`config.mk`:
```
export PLATFORM = sky130hd
export DESIGN_NAME = morse_entry_ctrl
export DESIGN_NICKNAME = d
export VERILOG_FILES = /design/src/rtl/morse_pkg.sv /design/src/rtl/morse_entry_ctrl_debounce.sv /design/src/rtl/morse_entry_ctrl.sv
export SDC_FILE = /design/constraint.sdc
export NUM_CORES = 1
export LEC_CHECK = 0
export ABC_CLOCK_PERIOD_IN_PS = 6700
export CORE_ASPECT_RATIO = 2
export CORE_MARGIN = 2
export CORE_UTILIZATION = 51
export DETAILED_ROUTE_END_ITERATION = 12
export PLACE_DENSITY_LB_ADDON = 0.2
export SLEW_MARGIN = 40
export SYNTH_ARGS = -nofsm -noshare
export SYNTH_HDL_FRONTEND = slang
export SYNTH_SLANG_ARGS = --single-unit
```
`constraint.sdc`:
```
create_clock -name clk -period 6.7 [get_ports clk]
set_input_delay 1.34 -clock clk [delete_from_list [all_inputs] [get_ports clk]]
set_output_delay 1.34 -clock clk [all_outputs]
set_load 0.01 [all_outputs]
```
`src/rtl/morse_pkg.sv`:
```
// Shared types and default timing for the Morse entry front-end.
// Defaults assume a 100 MHz clock.
package morse_pkg;

  typedef enum logic [1:0] {
    IDLE   = 2'd0,
    PRESS  = 2'd1,
    GAP    = 2'd2,
    COMMIT = 2'd3
  } state_e;

  localparam int MAX_ELEM             = 5;
  localparam int DEF_DEBOUNCE_CYC     = 1000000;
  localparam int DEF_DASH_MIN_CYC     = 30000000;
  localparam int DEF_GAP_CYC          = 80000000;
  localparam int DEF_CNT_W            = 27;

endpackage

```
`src/rtl/morse_entry_ctrl_debounce.sv`:
```
// Two-flop synchroniser plus stability-counter debouncer.
// Emits one-cycle rise/fall pulses on the debounced level.
module morse_entry_ctrl_debounce #(
  parameter int DEBOUNCE_CYC = 1000000,
  parameter int CNT_W        = 27
) (
  input  logic clk,
  input  logic rst,
  input  logic raw_i,
  output logic rise_o,
  output logic fall_o
);

  localparam logic [CNT_W-1:0] STABLE_LAST = CNT_W'(DEBOUNCE_CYC - 1);

  logic             sync1_q, sync2_q;
  logic             level_q, level_d, level_prev_q;
  logic [CNT_W-1:0] cnt_q, cnt_d;

  always_comb begin
    level_d = level_q;
    cnt_d   = cnt_q;
    if (sync2_q == level_q) begin
      cnt_d = '0;
    end else if (cnt_q == STABLE_LAST) begin
      level_d = sync2_q;
      cnt_d   = '0;
    end else begin
      cnt_d = cnt_q + 1'b1;
    end
  end

  always_ff @(posedge clk or posedge rst) begin
    if (rst) begin
      sync1_q      <= 1'b0;
      sync2_q      <= 1'b0;
      level_q      <= 1'b0;
      level_prev_q <= 1'b0;
      cnt_q        <= '0;
    end else begin
      sync1_q      <= raw_i;
      sync2_q      <= sync1_q;
      level_q      <= level_d;
      level_prev_q <= level_q;
      cnt_q        <= cnt_d;
    end
  end

  assign rise_o = level_q & ~level_prev_q;
  assign fall_o = ~level_q & level_prev_q;

endmodule

```
`src/rtl/morse_entry_ctrl.sv`:
```
// Morse key / backspace sequencer: classifies dot/dash presses, assembles
// letters of up to five elements and issues commit or backspace pulses.
module morse_entry_ctrl
  import morse_pkg::*;
#(
  parameter int DEBOUNCE_CYC = DEF_DEBOUNCE_CYC,
  parameter int DASH_MIN_CYC = DEF_DASH_MIN_CYC,
  parameter int GAP_CYC      = DEF_GAP_CYC,
  parameter int CNT_W        = DEF_CNT_W
) (
  input  logic       clk,
  input  logic       rst,
  input  logic       key_raw,
  input  logic       bksp_raw,
  output logic       commit,
  output logic [4:0] sym_bits,
  output logic [2:0] sym_len,
  output logic       bksp,
  output logic       overflow,
  output logic       busy
);

  localparam logic [CNT_W-1:0] CNT_MAX  = '1;
  localparam logic [CNT_W-1:0] DASH_TH  = CNT_W'(DASH_MIN_CYC);
  localparam logic [CNT_W-1:0] GAP_LAST = CNT_W'(GAP_CYC - 1);
  localparam logic [2:0]       MAX_LEN  = 3'(MAX_ELEM);

  function automatic logic [CNT_W-1:0] sat_inc(input logic [CNT_W-1:0] v);
    return (v == CNT_MAX) ? v : v + 1'b1;
  endfunction

  logic key_rise, key_fall, bk_rise, bk_fall_unused;

  morse_entry_ctrl_debounce #(.DEBOUNCE_CYC(DEBOUNCE_CYC), .CNT_W(CNT_W)) u_key_db (
    .clk    (clk),
    .rst    (rst),
    .raw_i  (key_raw),
    .rise_o (key_rise),
    .fall_o (key_fall)
  );

  morse_entry_ctrl_debounce #(.DEBOUNCE_CYC(DEBOUNCE_CYC), .CNT_W(CNT_W)) u_bksp_db (
    .clk    (clk),
    .rst    (rst),
    .raw_i  (bksp_raw),
    .rise_o (bk_rise),
    .fall_o (bk_fall_unused)
  );

  state_e           state_q, state_d;
  logic [CNT_W-1:0] dur_q, dur_d, gap_q, gap_d;
  logic [4:0]       acc_bits_q, acc_bits_d, sym_bits_q, sym_bits_d;
  logic [2:0]       acc_len_q, acc_len_d, sym_len_q, sym_len_d;
  logic             commit_q, commit_d, bksp_q, bksp_d;
  logic             pend_q, pend_d, ovf_q, ovf_d;
  logic             busy_w, elem, bk_req, bk_cancel;

  assign busy_w    = (acc_len_q != 3'd0);
  assign elem      = (dur_q >= DASH_TH);
  // In COMMIT the letter is already handed off, so backspace acts as idle.
  assign bk_req    = bk_rise && (!busy_w || state_q == COMMIT);
  assign bk_cancel = bk_rise && busy_w && state_q != COMMIT;

  always_comb begin
    state_d    = state_q;
    dur_d      = dur_q;
    gap_d      = gap_q;
    acc_bits_d = acc_bits_q;
    acc_len_d  = acc_len_q;
    sym_bits_d = sym_bits_q;
    sym_len_d  = sym_len_q;
    commit_d   = 1'b0;
    ovf_d      = 1'b0;
    bksp_d     = 1'b0;
    pend_d     = pend_q;

    case (state_q)
      IDLE: begin
        if (key_rise) begin
          state_d = PRESS;
          dur_d   = '0;
        end
      end
      PRESS: begin
        dur_d = sat_inc(dur_q);
        if (key_fall) begin
          if (acc_len_q < MAX_LEN) begin
            acc_bits_d = acc_bits_q | (5'(elem) << acc_len_q);
            acc_len_d  = acc_len_q + 3'd1;
            gap_d      = '0;
            state_d    = GAP;
          end else begin
            ovf_d      = 1'b1;
            acc_bits_d = '0;
            acc_len_d  = '0;
            state_d    = IDLE;
          end
        end
      end
      GAP: begin
        if (key_rise) begin
          state_d = PRESS;
          dur_d   = '0;
        end else begin
          gap_d = sat_inc(gap_q);
          if (gap_q == GAP_LAST) begin
            state_d    = COMMIT;
            commit_d   = 1'b1;
            sym_bits_d = acc_bits_q;
            sym_len_d  = acc_len_q;
          end
        end
      end
      COMMIT: begin
        acc_bits_d = '0;
        acc_len_d  = '0;
        state_d    = IDLE;
        if (key_rise) begin
          state_d = PRESS;
          dur_d   = '0;
        end
      end
      default: state_d = IDLE;
    endcase

    if (bk_cancel) begin
      state_d    = IDLE;
      acc_bits_d = '0;
      acc_len_d  = '0;
      commit_d   = 1'b0;
      sym_bits_d = sym_bits_q;
      sym_len_d  = sym_len_q;
    end

    // A backspace colliding with a commit waits one cycle in pend_q.
    if (commit_d) begin
      pend_d = pend_q | bk_req;
    end else begin
      bksp_d = pend_q | bk_req;
      pend_d = 1'b0;
    end
  end

  always_ff @(posedge clk or posedge rst) begin
    if (rst) begin
      state_q    <= IDLE;
      dur_q      <= '0;
      gap_q      <= '0;
      acc_bits_q <= '0;
      acc_len_q  <= '0;
      sym_bits_q <= '0;
      sym_len_q  <= '0;
      commit_q   <= 1'b0;
      bksp_q     <= 1'b0;
      pend_q     <= 1'b0;
      ovf_q      <= 1'b0;
    end else begin
      state_q    <= state_d;
      dur_q      <= dur_d;
      gap_q      <= gap_d;
      acc_bits_q <= acc_bits_d;
      acc_len_q  <= acc_len_d;
      sym_bits_q <= sym_bits_d;
      sym_len_q  <= sym_len_d;
      commit_q   <= commit_d;
      bksp_q     <= bksp_d;
      pend_q     <= pend_d;
      ovf_q      <= ovf_d;
    end
  end

  assign commit   = commit_q;
  assign sym_bits = sym_bits_q;
  assign sym_len  = sym_len_q;
  assign bksp     = bksp_q;
  assign overflow = ovf_q;
  assign busy     = busy_w;

endmodule

```
==> results.json, run 1 <==
{
  "run_status": "completed",
  "hp-class": "reg2reg",
  "num_vias": 5685,
  "end_kind": "output port",
  "dr.pass1.iters": 5,
  "hold_viol": 0,
  "critPathArrivalTime_ps": 1910,
  "final_common_cell": "dfrtp_1",
  "wl_um": 15400,
  "worst_skew_pair.late_latency_ps": 420,
  "final.setup.tns_ps": 0,
  "grt_start_max_net_pins": 76,
  "p_int_uw": 1400,
  "postCtsResizedCells": 0,
  "cts_max_level": 4,
  "yosys_most_used_dff": "dfrtp_1",
  "dpl.hpwl_um": 10500,
  "cp_max_fo": 6,
  "post-place-cells": 925,
  "worstRegToRegCells": 5,
  "crit_type": "reg2out",
  "diodes": 0,
  "seqPwrFrac": 0.463,
  "min_from": "u_key_db.sync1_q$_DFF_PP0_",
  "p_sw_uw": 416,
  "place_congestion": 0.902,
  "ys_ff_latch": 138,
  "fmax_mhz": 308,
  "synth_edf_count": 0,
  "rsz0062_at_grt": "no",
  "cp-startpoint": "acc_len_q[0]$_DFFE_PP0P_",
  "cts_tree": "built",
  "wire_per_inst_um": 16.1,
  "ys_seq_area_frac": 0.485,
  "num_rows": 61,
  "clk_pin_slew_ps": 60,
  "skew_ps": 8.13,
  "clock_path_buffers": 2,
  "drtIter0Drc": 318,
  "synth_area_mm2": 0.00712,
  "grt-ovfl-total": 0,
  "die-height_um": 171,
  "ant_nets": 0,
  "die-area_mm2": 0.0150,
  "n_fill_cell": 1180,
  "min_period_over_period": 0.485,
  "async_reset_ff_frac": 1.00,
  "antenna_found_initial": 0,
  "cts_root_buf": "clkbuf_16",
  "final_cell_mix": "dfrtp_1 (138), nor2_1 (104), nand2_1 (64)",
  "coreArea_mm2": 0.0138,
  "cap_violations": 0,
  "switching_share": 0.229,
  "syn-num-nets": 756,
  "hold_buffers": 0,
  "num-nets-final": 766,
  "vdd_drop_max_uv": 189,
  "ys_warn_count": 0,
  "p_comb_frac": 0.016,
  "area_growth_pct": 12.6,
  "crit_required_ps": 5360,
  "start_util": 0.516,
  "post-route-min-period_ps": 3250,
  "gr-usage-all-layers": 0.220,
  "grt_pass1_wl_um": 26100,
  "cp-start-kind": "register",
  "clkPwrFrac": 0.520,
  "critical_path.reg2reg.startpoint": "state_q[1]$_DFFE_PP0P_",
  "drc": 0,
  "post-cts-setup-buffers": 0,
  "io_pins": 16,
  "dieWidth_um": 87.6,
  "synth_cell_types": 63,
  "port_buffers": 15,
  "power.density_mw_per_mm2": 226,
  "final_layout_size_suffix_gt1_frac": 0.0872,
  "final-setup-viol-count": 0,
  "final_cells": 957,
  "max-slew-margin-rel": 0.450,
  "leakage_uw": 0.00336,
  "min_path_cells": 0,
  "synth_cells": 745,
  "postSynthAreaPerCell_um2": 9.56,
  "numCtsBuffers": 17,
  "clock-sinks": 138,
  "via_per_inst": 5.94,
  "maxSlewViolCount": 0,
  "tightest_slew_ps": 817,
  "grt_pass1_vias": 5492
}
power by group through the flow:
stage	Combinational (uW)	Sequential, uW	Clock [uW]
3_3_place_gp	30.5	857	0
4_1_cts	31.7	841	964
3_5_place_dp	31.4	857	0
5_1_grt	36.2	842	999
2_1_floorplan	22.6	856	0
6_report	29.9	841	946
critical path: stages, from the launching register on:
cell	delay [ps]
dfrtp_1	440
inv_1	150
ha_1	220
nand2b_1	130
clkdlybuf4s50_1	560
final timing paths:
| path | slack [ps] | to |
|---|---|---|
| max in group asynchronous | 4310 | sym_bits[4]$_DFFE_PP0P_ |
| min in group asynchronous | 1410 | u_bksp_db.level_q$_DFFE_PP0P_ |
| worst min-delay path | 350 | u_key_db.sync2_q$_DFF_PP0_ |
| worst min register to register | 350 | u_key_db.sync2_q$_DFF_PP0_ |
| worst max-delay path | 3450 | busy |
| worst max register to register | 4000 | dur_q[8]$_DFFE_PP0P_ |
kinds of logic (layout without fill, tap and decap cells):
kind of cell,Yosys count,after routing,synth area share
AO/OA/AOI/OAI,107,107,0.100
multiplexers,19,19,0.0286
adder cells (fa/ha/maj),7,7,0.0123
XOR/XNOR,63,63,0.0774
buffers and inverters,40,63,0.0256
flip-flops,138,138,0.485
AND/OR/NAND/NOR,371,371,0.271
cell usage after synthesis (all sizes together) (5+ instances only):
library cell,number,area share
and4,11,0.014
xor2,41,0.050
o21ai,23,0.016
nand3,44,0.031
nor2,104,0.055
and3,16,0.014
or4,9,0.0095
a31oi,15,0.013
nand2,65,0.035
ha,7,0.012
a41o,6,0.0088
and2,8,0.0070
mux2i,8,0.011
xnor2,22,0.027
o31ai,9,0.010
nand4,42,0.039
inv,15,0.0079
mux2,11,0.017
nor4b,5,0.0061
nor4,13,0.013
clkbuf,15,0.0093
nor3,25,0.020
buf,10,0.0084
nand2b,10,0.0088
or3,8,0.0070
dfrtp,138,0.48
a32o,5,0.0070
a21oi,22,0.015
layer usage:
metal  vias to the layer above  wire length [um]  GRT usage
met3                        30               453     0.0444
met2                       108              8340      0.386
met4                         0               307     0.0923
li1                       2727                 -          -
met1                      2820              6260      0.255
met5                         -                 0          0
through the flow:
stage | hold WS (ps) | setup slack [ps] | area (um2) | util | power, uW
after floorplan | 331 | 1660 | 7120 | - | 879
after global placement | 336 | 3540 | 7400 | 0.535 | 887
after detailed placement | 336 | 3510 | 7410 | 0.536 | 888
after CTS | 355 | 3440 | 8000 | 0.579 | 1840
after global routing | 355 | 3350 | 8020 | 0.581 | 1880
final | 352 | 3450 | 8020 | 0.581 | 1820
cell type report:
| cell class | instances | area, um2 | share of cell area |
|---|---|---|---|
| inverter | 15 | 61.3 | 0.00764 |
| timing repair buffer | 16 | 161 | 0.0201 |
| multi-input combinational | 567 | 3520 | 0.438 |
| clock buffer | 18 | 429 | 0.0535 |
| sequential | 138 | 3450 | 0.430 |
| clock inverter | 14 | 164 | 0.0204 |
| tap | 189 | 236 | 0.0295 |
registers in the layout, indices dropped and copies added, names as in the netlist, 2 cells and up:
name and cells:
dur_q 27, gap_q 27, u_bksp_db.cnt_q 27, u_key_db.cnt_q 27, acc_bits_q 5, sym_bits 5
acc_len_q 3, sym_len 3, state_q 2
(Power assumes the default switching activity.)
==> run 2, diff against run 1 <==
- ABC_CLOCK_PERIOD_IN_PS: 6700 -> 2900
- clock period: 6.7 -> 2.9 ns (I/O delays scaled with it)
==> results.json, run 2 (same netlist as run 1, synthesis figures left out) <==
{
  "port_buffers": 15,
  "end_kind": "register",
  "grt_pass1_wl_um": 28200,
  "antenna_found_initial": 0,
  "leakage_uw": 0.00341,
  "ff_latch_area_mm2": 0.00345,
  "io_pins": 16,
  "area_growth_pct": 13.7,
  "numCtsBuffers": 17,
  "hold_buffers": 0,
  "wl_um": 16300,
  "power.density_mw_per_mm2": 506,
  "num_vias": 5822,
  "grt_start_max_net_pins": 51,
  "max-slew-margin-rel": 0.474,
  "post-cts-setup-buffers": 0,
  "n_fill_cell": 1162,
  "die-height_um": 171,
  "postCtsResizedCells": 0,
  "multi_input_area_mm2": 0.00349,
  "clock-sinks": 138,
  "post-route-min-period_ps": 2550,
  "crit_type": "reg2reg",
  "ant_nets": 0,
  "hp-class": "reg2reg",
  "dr.pass1.iters": 6,
  "final_cell_mix": "dfrtp_1 (138), nor2_1 (104), nand2_1 (64)",
  "via_per_inst": 6.00,
  "crit_required_ps": 3240,
  "cp-start-kind": "register",
  "final_cells": 971,
  "run_status": "completed",
  "worst_skew_pair.late_latency_ps": 410,
  "final-setup-viol-count": 0,
  "skew_ps": 7.02,
  "rsz0062_at_grt": "no",
  "cts_tree": "built",
  "tightest_slew_ps": 783,
  "min_period_over_period": 0.878,
  "wire_per_inst_um": 16.8,
  "cts_root_buf": "clkbuf_16",
  "maxSlewViolCount": 0,
  "cp_max_fo": 8,
  "final_common_cell": "dfrtp_1",
  "start_util": 0.516,
  "drtIter0Drc": 358,
  "fmax_mhz": 393,
  "clk_pin_slew_ps": 60,
  "critPathArrivalTime_ps": 2880,
  "hold_viol": 0,
  "die-area_mm2": 0.0150,
  "place_congestion": 0.912,
  "cts_max_level": 4,
  "post-place-cells": 939,
  "cap_violations": 0,
  "grt-ovfl-total": 0,
  "dpl.hpwl_um": 11400,
  "diodes": 0,
  "num_rows": 61,
  "dieWidth_um": 87.6,
  "gr-usage-all-layers": 0.235,
  "final.setup.tns_ps": 0,
  "final_layout_size_suffix_gt1_frac": 0.0946,
  "vdd_drop_max_uv": 417,
  "drc": 0,
  "clock_path_buffers": 2,
  "coreArea_mm2": 0.0138,
  "num-nets-final": 780,
  "grt_pass1_vias": 6056
}
-- run 2: report_power, final --
part / leakage (uW) / internal (uW) / switching (uW)
clock network: 0.000259 / 1200 / 876
registers: 0.00191 / 1940 / 9.10
logic: 0.00124 / 20.6 / 57.9
total: 0.00341 / 3150 / 943
-- run 2: cell type report --
class                           instances  area share
Clock inverter                         14      0.0171
Sequential cell                       138       0.426
Inverter                               15     0.00741
Clock buffer                           18      0.0530
Timing Repair Buffer                   30      0.0355
Tap cell                              189      0.0292
Multi-Input combinational cell        567       0.431
-- run 2: critical path, cell delays in order, from the launching register on --
cell and delay (ps):
dfrtp_1 460, ha_1 300, nand4_1 190, nor4_1 720
o211ai_1 280, or3_1 360, a21oi_1 160
-- run 2: layer usage --
metal / vias to the layer above / GRT usage / wire [um]
met4: 0 / 0.0990 / 401
met1: 2906 / 0.266 / 6390
met3: 36 / 0.0415 / 403
met2: 131 / 0.422 / 9090
met5: - / 0 / 0
li1: 2749 / - / -
-- run 2: worst paths after layout --
path | startpoint | to | slack, ps | cells past startpoint
worst max-delay path | dur_q[0]$_DFFE_PP0P_ | dur_q[16]$_DFFE_PP0P_ | 350 | 6
worst min-delay path | u_bksp_db.sync1_q$_DFF_PP0_ | u_bksp_db.sync2_q$_DFF_PP0_ | 350 | 0
worst max register to register | dur_q[0]$_DFFE_PP0P_ | dur_q[16]$_DFFE_PP0P_ | 350 | 6
worst min register to register | u_bksp_db.sync1_q$_DFF_PP0_ | u_bksp_db.sync2_q$_DFF_PP0_ | 350 | 0
max in group asynchronous | rst | gap_q[15]$_DFFE_PP0P_ | 1640 | 3
min in group asynchronous | rst | u_key_db.cnt_q[12]$_DFF_PP0_ | 600 | 2
-- run 2: per-stage QoR --
step | power (uW) | utilization | setup slack [ps] | instance area, um2 | hold slack [ps]
4_1_cts | 4150 | 0.586 | 381 | 8090 | 353
3_3_place_gp | 2060 | 0.545 | 471 | 7530 | 334
2_1_floorplan | 2030 | - | 599 | 7130 | 331
5_1_grt | 4250 | 0.586 | 173 | 8100 | 355
6_report | 4100 | 0.586 | 354 | 8100 | 352
3_5_place_dp | 2060 | 0.545 | 391 | 7530 | 339
==> edit (flow settings as in run 2) <==
Remove the register `commit_q`: a continuous assignment takes its place, so the output `commit` follows one clock earlier.
--- a/src/rtl/morse_entry_ctrl.sv
+++ b/src/rtl/morse_entry_ctrl.sv
@@ -150,7 +150,6 @@
       acc_len_q  <= '0;
       sym_bits_q <= '0;
       sym_len_q  <= '0;
-      commit_q   <= 1'b0;
       bksp_q     <= 1'b0;
       pend_q     <= 1'b0;
       ovf_q      <= 1'b0;
@@ -162,12 +161,13 @@
       acc_len_q  <= acc_len_d;
       sym_bits_q <= sym_bits_d;
       sym_len_q  <= sym_len_d;
-      commit_q   <= commit_d;
       bksp_q     <= bksp_d;
       pend_q     <= pend_d;
       ovf_q      <= ovf_d;
     end
   end
+
+  assign commit_q = commit_d;
 
   assign commit   = commit_q;
   assign sym_bits = sym_bits_q;
Behaviour: same outputs for any inputs over 10 cycles, from zero or initial values and one cycle with rst high; that may be too few to reach the edited logic, so the function may still have changed.
==> edit against run 2 <==
Routed wire length decreased by 8.1%; design area increased by 1.6%; register-to-register slack improved by 0.25 ns; synthesized area decreased by 0.35%; final cell count decreased by 2.3%; sequential cell count decreased by 1; worst setup slack got worse by 0.26 ns; critical path depth decreased by 1; clock power increased by 16%; total power increased by 7.9%.
==> edit: results (changes against run 2) <==
[metrics] placed wire-length estimate: 10100 um (was 11400 um)
[metrics] layout cells sized above 1: 11.0% (was 9.46%)
[metrics] worst clock skew: 0.00777 ns (was 0.00702 ns)
[metrics] Final GP Congestion: 0.878 (was 0.912)
[metrics] Worst EP arrival: 2.22 ns (was 2.88 ns)
[metrics] number of cells in the design after placement: 916 (was 939)
[metrics] register-to-register setup slack: 0.60 ns (was 0.35 ns)
[metrics] sum of internal, switching and leakage power: 4.42 mW (was 4.10 mW)
[metrics] detail-routed net length per standard cell: 15.8 um (was 16.8 um)
[metrics] worst reg2reg path endpoint: gap_q[25] (was dur_q[16])
[metrics] result of the run: finished clean (unchanged)
[metrics] initial DRC count: 508 (was 358)
[metrics] final net count: 790 (was 780)
[metrics] pin count of the biggest net entering global routing: 41 (was 51)
[metrics] Post-Synthesis Net Count: 755 (was 756)
[metrics] number of filler instances in the final layout: 1190 (was 1162)
[metrics] top post-synthesis cells by area: dfrtp_1 48%, nor2_1 5.5%, xor2_1 5.1% (was dfrtp_1 48%, nor2_1 5.5%, xor2_1 5.0%)
[metrics] Critical Path Source: gap_q[10] (was dur_q[0])
[metrics] post-cts gate resize count: 4 (was 0)
[metrics] tightest hold margin: 0.347 ns (was 0.352 ns)
[metrics] Overall Global Routing Usage: 21.7% (was 23.5%)
[metrics] worst-path cell with the longest stage delay: or4b_4 (was nor4_1)
[metrics] Placed Area: 7550 um^2 (was 7530 um^2)
[metrics] post-CTS setup buffer count: 1 (was 0)
[metrics] cells after synthesis: 744 (was 745)
[metrics] vias in the first global route: 5398 (was 6056)
[metrics] Psw: 918 uW (was 943 uW)
[metrics] wire length of the first global-routing pass: 26100 um (was 28200 um)
[metrics] startpoint of the most critical register-to-register path: state_q[0] (was dur_q[0])
[metrics] relative slew slack: 48.9% (was 47.4%)
[metrics] Layout Cells excl Fill: 949 (was 971)
## edit: final cells by class
cell class / instances / area [um^2] / share of cell area [%]
multi-input cells: 567 / 3510 / 42.7
flip-flops and latches: 137 / 3430 / 41.6
clock buffers: 19 / 443 / 5.38
repair buffers: 41 / 378 / 4.59
clock inverters: 13 / 214 / 2.60
well taps: 157 / 196 / 2.39
inverters: 15 / 60.1 / 0.730
## edit: worst register-to-register path, delay by kind of cell, from the launching register on
kind	cells	cell delay [ns]
buffers and inverters	1	0.16
DFF	1	0.44
muxes	1	0.19
and+or+nand+nor	4	1.43
## edit: cell families (layout without fill, tap and decap cells)
logic type / after synthesis / in the layout / share of synthesized area [%]
AND/OR/NAND/NOR: 371 / 371 / 27.2
flip-flops: 137 / 137 / 48.3
AO/OA/AOI/OAI: 107 / 107 / 10.0
XOR/XNOR: 63 / 63 / 7.77
buffers and inverters: 40 / 88 / 2.57
adder cells (fa/ha/maj): 7 / 7 / 1.23
multiplexers: 19 / 19 / 2.87
## edit: power groups by stage
stage	registers [mW]	logic, mW	clock network, mW
2_1_floorplan	1.96	0.0525	0
3_3_place_gp	1.96	0.0824	0
3_5_place_dp	1.96	0.0832	0
4_1_cts	1.93	0.0834	2.46
5_1_grt	1.93	0.0945	2.55
6_report	1.93	0.0788	2.41
## edit: worst max path at each step
stage | to | slack, ns | cells after the start
5_1_grt | commit | 0.008 | 5
3_5_place_dp | commit | 0.02 | 5
4_1_cts | commit | 0.05 | 5
6_report | commit | 0.1 | 5
3_3_place_gp | commit | 0.005 | 5
2_1_floorplan | commit | 0.60 | 4
## edit: per-layer routing
layer  share of wire (%)  track usage (%)
met1                  49             33.1
met2                  47             30.6
met3                 2.9             4.05
met4                 1.6             8.23
met5                   0                0
